File: config.mk
export PLATFORM = sky130hd
export DESIGN_NAME = uart_tx
export DESIGN_NICKNAME = d
export VERILOG_FILES = /design/src/rtl/uart_pkg.sv /design/src/rtl/tx_bit_timer.sv /design/src/rtl/uart_tx.sv
export SDC_FILE = /design/constraint.sdc
export NUM_CORES = 1
export LEC_CHECK = 0
export CAP_MARGIN = 5
export CORE_MARGIN = 5
export CORE_UTILIZATION = 36
export CTS_CLUSTER_SIZE = 30
export DETAILED_ROUTE_END_ITERATION = 10
export PLACE_DENSITY = 0.62
export SYNTH_ARGS = -nofsm -noshare
export SYNTH_HDL_FRONTEND = slang
export SYNTH_SLANG_ARGS = --single-unit
File: constraint.sdc
create_clock -name clk -period 6.3 [get_ports clk]
set_input_delay 1.26 -clock clk [delete_from_list [all_inputs] [get_ports clk]]
set_output_delay 1.26 -clock clk [all_outputs]
set_load 0.02 [all_outputs]
File: src/rtl/uart_pkg.sv
// +----------------------------------------------------------------------+
// | uart_pkg : shared FSM encoding, parity constants and timer helpers    |
// | Rev 1.0                                                              |
// +----------------------------------------------------------------------+
`default_nettype none

package uart_pkg;

  localparam int TIMER_W = 6;

  typedef enum logic [2:0] {
    IDLE   = 3'd0,
    START  = 3'd1,
    DATA   = 3'd2,
    PARITY = 3'd3,
    STOP   = 3'd4
  } tx_state_e;

  localparam logic PAR_EVEN = 1'b0;
  localparam logic PAR_ODD  = 1'b1;

  // Reload value for a down-counter that must expire after n cycles; n=0 acts as n=1.
  function automatic logic [TIMER_W-1:0] bit_len_m1(input logic [TIMER_W-1:0] n);
    logic [TIMER_W-1:0] r;
    r = '0;
    if (n != '0) r = n - 1'b1;
    return r;
  endfunction

endpackage

`default_nettype wire

File: src/rtl/tx_bit_timer.sv
// +----------------------------------------------------------------------+
// | tx_bit_timer : per-bit down-counter, bit_done flags the last cycle    |
// | Rev 1.0                                                              |
// +----------------------------------------------------------------------+
`default_nettype none

module tx_bit_timer
  import uart_pkg::*;
(
  input  logic               clk,
  input  logic               rst,
  input  logic               load,
  input  logic [TIMER_W-1:0] N,
  output logic               bit_done
);

  logic [TIMER_W-1:0] count_q;
  logic [TIMER_W-1:0] count_d;

  always_comb begin
    count_d = count_q;
    if (load) begin
      count_d = bit_len_m1(N);
    end else if (count_q != '0) begin
      count_d = count_q - 1'b1;
    end
  end

  always_ff @(posedge clk) begin
    if (!rst) begin
      count_q <= '0;
    end else begin
      count_q <= count_d;
    end
  end

  assign bit_done = (count_q == '0);

endmodule

`default_nettype wire

File: src/rtl/uart_tx.sv
// +----------------------------------------------------------------------+
// | uart_tx : serialiser, start / LSB-first data / opt. parity / stop     |
// | Rev 1.0                                                              |
// +----------------------------------------------------------------------+
`default_nettype none

module uart_tx
  import uart_pkg::*;
#(
  parameter int DATA_WIDTH = 8
) (
  input  logic                  clk,
  input  logic                  rst,
  input  logic [DATA_WIDTH-1:0] P_DATA,
  input  logic                  Data_Valid,
  input  logic                  PAR_EN,
  input  logic                  PAR_TYP,
  input  logic [5:0]            prescale,
  output logic                  TX_OUT,
  output logic                  busy
);

  localparam int IDX_W = (DATA_WIDTH > 1) ? $clog2(DATA_WIDTH) : 1;
  localparam logic [IDX_W-1:0] LAST_IDX = IDX_W'(DATA_WIDTH - 1);

  tx_state_e             state_q, state_d;
  logic [DATA_WIDTH-1:0] data_q, data_d;
  logic                  par_en_q, par_en_d;
  logic                  par_typ_q, par_typ_d;
  logic [5:0]            prescale_q, prescale_d;
  logic [IDX_W-1:0]      bit_idx_q, bit_idx_d;
  logic                  tx_out_q, tx_out_d;
  logic                  busy_q, busy_d;

  logic                  timer_load;
  logic [5:0]            timer_n;
  logic                  bit_done;
  logic                  parity_bit;
  logic [IDX_W-1:0]      bit_idx_inc;

  assign parity_bit  = (^data_q) ^ (par_typ_q == PAR_ODD);
  assign bit_idx_inc = bit_idx_q + 1'b1;
  // The first bit is timed from the live prescale because capture happens on the same edge.
  assign timer_n     = (state_q == IDLE) ? prescale : prescale_q;

  tx_bit_timer u_bit_timer (
    .clk      (clk),
    .rst      (rst),
    .load     (timer_load),
    .N        (timer_n),
    .bit_done (bit_done)
  );

  always_comb begin
    state_d    = state_q;
    data_d     = data_q;
    par_en_d   = par_en_q;
    par_typ_d  = par_typ_q;
    prescale_d = prescale_q;
    bit_idx_d  = bit_idx_q;
    tx_out_d   = tx_out_q;
    busy_d     = busy_q;
    timer_load = 1'b0;

    case (state_q)
      IDLE: begin
        tx_out_d = 1'b1;
        busy_d   = 1'b0;
        if (Data_Valid) begin
          data_d     = P_DATA;
          par_en_d   = PAR_EN;
          par_typ_d  = PAR_TYP;
          prescale_d = prescale;
          bit_idx_d  = '0;
          state_d    = START;
          tx_out_d   = 1'b0;
          busy_d     = 1'b1;
          timer_load = 1'b1;
        end
      end
      START: begin
        if (bit_done) begin
          state_d    = DATA;
          tx_out_d   = data_q[0];
          timer_load = 1'b1;
        end
      end
      DATA: begin
        if (bit_done) begin
          timer_load = 1'b1;
          if (bit_idx_q == LAST_IDX) begin
            bit_idx_d = '0;
            if (par_en_q) begin
              state_d  = PARITY;
              tx_out_d = parity_bit;
            end else begin
              state_d  = STOP;
              tx_out_d = 1'b1;
            end
          end else begin
            bit_idx_d = bit_idx_inc;
            tx_out_d  = data_q[bit_idx_inc];
          end
        end
      end
      PARITY: begin
        if (bit_done) begin
          state_d    = STOP;
          tx_out_d   = 1'b1;
          timer_load = 1'b1;
        end
      end
      STOP: begin
        if (bit_done) begin
          state_d  = IDLE;
          tx_out_d = 1'b1;
          busy_d   = 1'b0;
        end
      end
      default: begin
        state_d  = IDLE;
        tx_out_d = 1'b1;
        busy_d   = 1'b0;
      end
    endcase
  end

  always_ff @(posedge clk) begin
    if (!rst) begin
      state_q    <= IDLE;
      data_q     <= '0;
      par_en_q   <= 1'b0;
      par_typ_q  <= 1'b0;
      prescale_q <= '0;
      bit_idx_q  <= '0;
      tx_out_q   <= 1'b1;
      busy_q     <= 1'b0;
    end else begin
      state_q    <= state_d;
      data_q     <= data_d;
      par_en_q   <= par_en_d;
      par_typ_q  <= par_typ_d;
      prescale_q <= prescale_d;
      bit_idx_q  <= bit_idx_d;
      tx_out_q   <= tx_out_d;
      busy_q     <= busy_d;
    end
  end

  assign TX_OUT = tx_out_q;
  assign busy   = busy_q;

endmodule

`default_nettype wire

==> run summary <==
status: finished, final reports clean
Finished Cell Area: 2210 um^2
PwrDens: 399 nW/um^2
Final period util: 46.1%
Total Routing Usage GR: 12.9%
Yosys cell types: 49
Reg area: 601 um^2
Post-CTS Resized: 0
crit path launch: prescale[0]
Nets: 264
max-slew violations: 0
diode count: 0
# port buffers: 20
synth warn: 0
Hold Crit Start: bit_idx_q[1]
Final Skew: 0.00925 ns
Fillers: 550
Area Overhead vs Synth: 20.9%
unrepaired setup endpoints after global routing: false
Max Fclk: 344 MHz
CTS Hold Bufs: 0
share of layout cells above drive strength 1: 6.22%
Reg clk slew, reported paths: 0.07 ns
GR Layer Usage met3: 2.66%
drt via density: 4.97
ys async rst share: 0%
vias post-DR: 1546
Max clock buf depth: 2
post-synth top area share: 32.8%
WL/cell: 12.4 um
Fin. Hold Viols: 0
Crit path arrival time: 3.08 ns
Static Leakage: 0.797 nW
GRT busiest layer: met2
DR pass1 iterations: 4
syn nets: 248
footprint of the multi-input gates: 1160 um^2
Critical Path Fanout Max: 4
post-synth top area cell: dfxtp_1
# H-tree levels: 2
worst slew pin tran: 0.936 ns
worst min path class: flop to flop
antenna violations before repair: 0
met1 Use GR: 17.4%
min Tclk post-route: 2.90 ns
Core Area: 5010 um^2
startpoint types: primary input
grt ovf: 0
Peak VDD IR: 0.000159 V
global placement routability congestion: 0.790
syn_area_per_cell: 8.17 um^2
Syn Inst Count: 224
max_slew headroom: 37.4%
max_cap viols: 0
hold slack: 0.468 ns
met2 GRT Util: 19.3%
DRC violation count after routing: 0
Clock Latency Late Sink: 0.28 ns
cell area after synthesis: 1830 um^2
vias in the first global route: 1444
postcts setup bufs: 0
WS Path Type: primary input to flop
Placement Rows: 26
Seq/Total Area, Yosys: 32.8%
final setup fails: 0
DP Area: 2070 um^2
CP endpoint kind: flop
die height: 81.3 um
sum of negative setup slack: 0 ns
Top FF cell, synth: dfxtp_1
Die X: 81.3 um
Starting Density: 36.5%
reg2reg start: bit_idx_q[0]
largest net degree at the start of global routing: 31
I/O pins: 21
number of synthesized flops with an enable pin: 0
CTS tree: yes
initial drt markers: 114
TritonCTS Sinks: 30
CTS root buffer: clkbuf_8
die area: 6610 um^2
final antenna-violating net count: 0
Synth Register Bits: 30
Synth area leaders: dfxtp_1 33%, nand2_1 9.8%, a21boi_0 7.4%
Critical Path RT: 6.47 ns
final WL: 3860 um
DP HPWL: 2760 um
first-pass GRT wire length: 6590 um
Num CTS Buffers: 5
final timing paths:
check / endpoint / slack [ns] / depth (start not counted)
min reg2reg: bit_idx_q[1] / 0.47 / 2
max reg2reg: TX_OUT / 4.07 / 7
max: u_bit_timer.count_q[2] / 3.40 / 6
min: bit_idx_q[1] / 0.47 / 2
report_power, final:
part / leakage [nW] / internal, mW / total, mW / switching, mW
clock network: 0.0714 / 0.169 / 0.245 / 0.0760
logic: 0.479 / 0.167 / 0.363 / 0.196
registers: 0.246 / 0.228 / 0.276 / 0.0476
total: 0.797 / 0.564 / 0.884 / 0.320
per-stage QoR:
step	worst slack (ns)	power (mW)	utilization, %	cells
global route	3.27	0.950	44.2	311
global placement	3.13	0.643	41.3	303
CTS	3.41	0.892	44.2	311
finish	3.40	0.884	44.2	311
detailed placement	3.11	0.643	41.3	303
floorplan	3.68	0.560	-	224
area by class of cell:
class	instances	share of cell area (%)
repair buffers	21	9.38
flip-flops and latches	30	27.1
well taps	70	3.96
clock buffers	6	3.73
inverters	4	0.678
clock inverters	2	2.71
multi-input cells	178	52.4
metal layers:
layer / wire, um / vias up
met5: 0 / -
met4: 61 / 0
met3: 113 / 5
met2: 1600 / 23
met1: 2090 / 702
li1: - / 816
critical path, cell delays in order:
cell and delay, ns:
clkdlybuf4s50_1 0.45, or4_1 0.60, nor4b_2 0.36, nor4_1 0.13, a22oi_1 0.21, nor2b_1 0.06
synthesized netlist by cell type, drive strengths merged (3+ instances only):
library cell	instances
a21boi	22
a21oi	9
buf	6
clkbuf	6
dfxtp	30
ha	5
inv	4
mux2i	8
nand2	49
nor2	10
nor2b	7
nor3	4
nor3b	3
nor4	3
o211ai	3
o21ai	6
o31ai	3
or4	3
xnor2	10
xor2	3
cells by family (layout without fill, tap and decap cells):
logic type | after synthesis | count (layout) | share of synthesized area, %
AOI/OAI and AO/OA | 56 | 56 | 21.5
and+or+nand+nor | 94 | 94 | 25.4
buffers and inverters | 16 | 33 | 3.83
xor gates and xnor gates | 14 | 14 | 7.45
DFF | 30 | 30 | 32.8
muxes | 9 | 9 | 5.61
adders and majority gates | 5 | 5 | 3.42
flip-flops by register name, summed over array words and instances (netlist names):
signal               count
data_q                   8
prescale_q               6
u_bit_timer.count_q      6
bit_idx_q                3
state_q                  3
TX_OUT                   1
busy                     1
par_en_q                 1
par_typ_q                1
placed cells by master (no fill, tap or decap), types with 4 or more instances in the layout:
| cell | instances |
|---|---|
| nor2b_1 | 7 |
| a21oi_1 | 9 |
| dfxtp_1 | 30 |
| nand2_1 | 48 |
| inv_1 | 4 |
| mux2i_1 | 8 |
| ha_1 | 5 |
| clkbuf_8 | 6 |
| clkdlybuf4s50_1 | 20 |
| a21boi_0 | 18 |
| nor3_1 | 4 |
| a21boi_1 | 4 |
| xnor2_1 | 10 |
| o21ai_0 | 5 |
| nor2_1 | 10 |
Note: power is estimated with default switching activity, not from simulation.
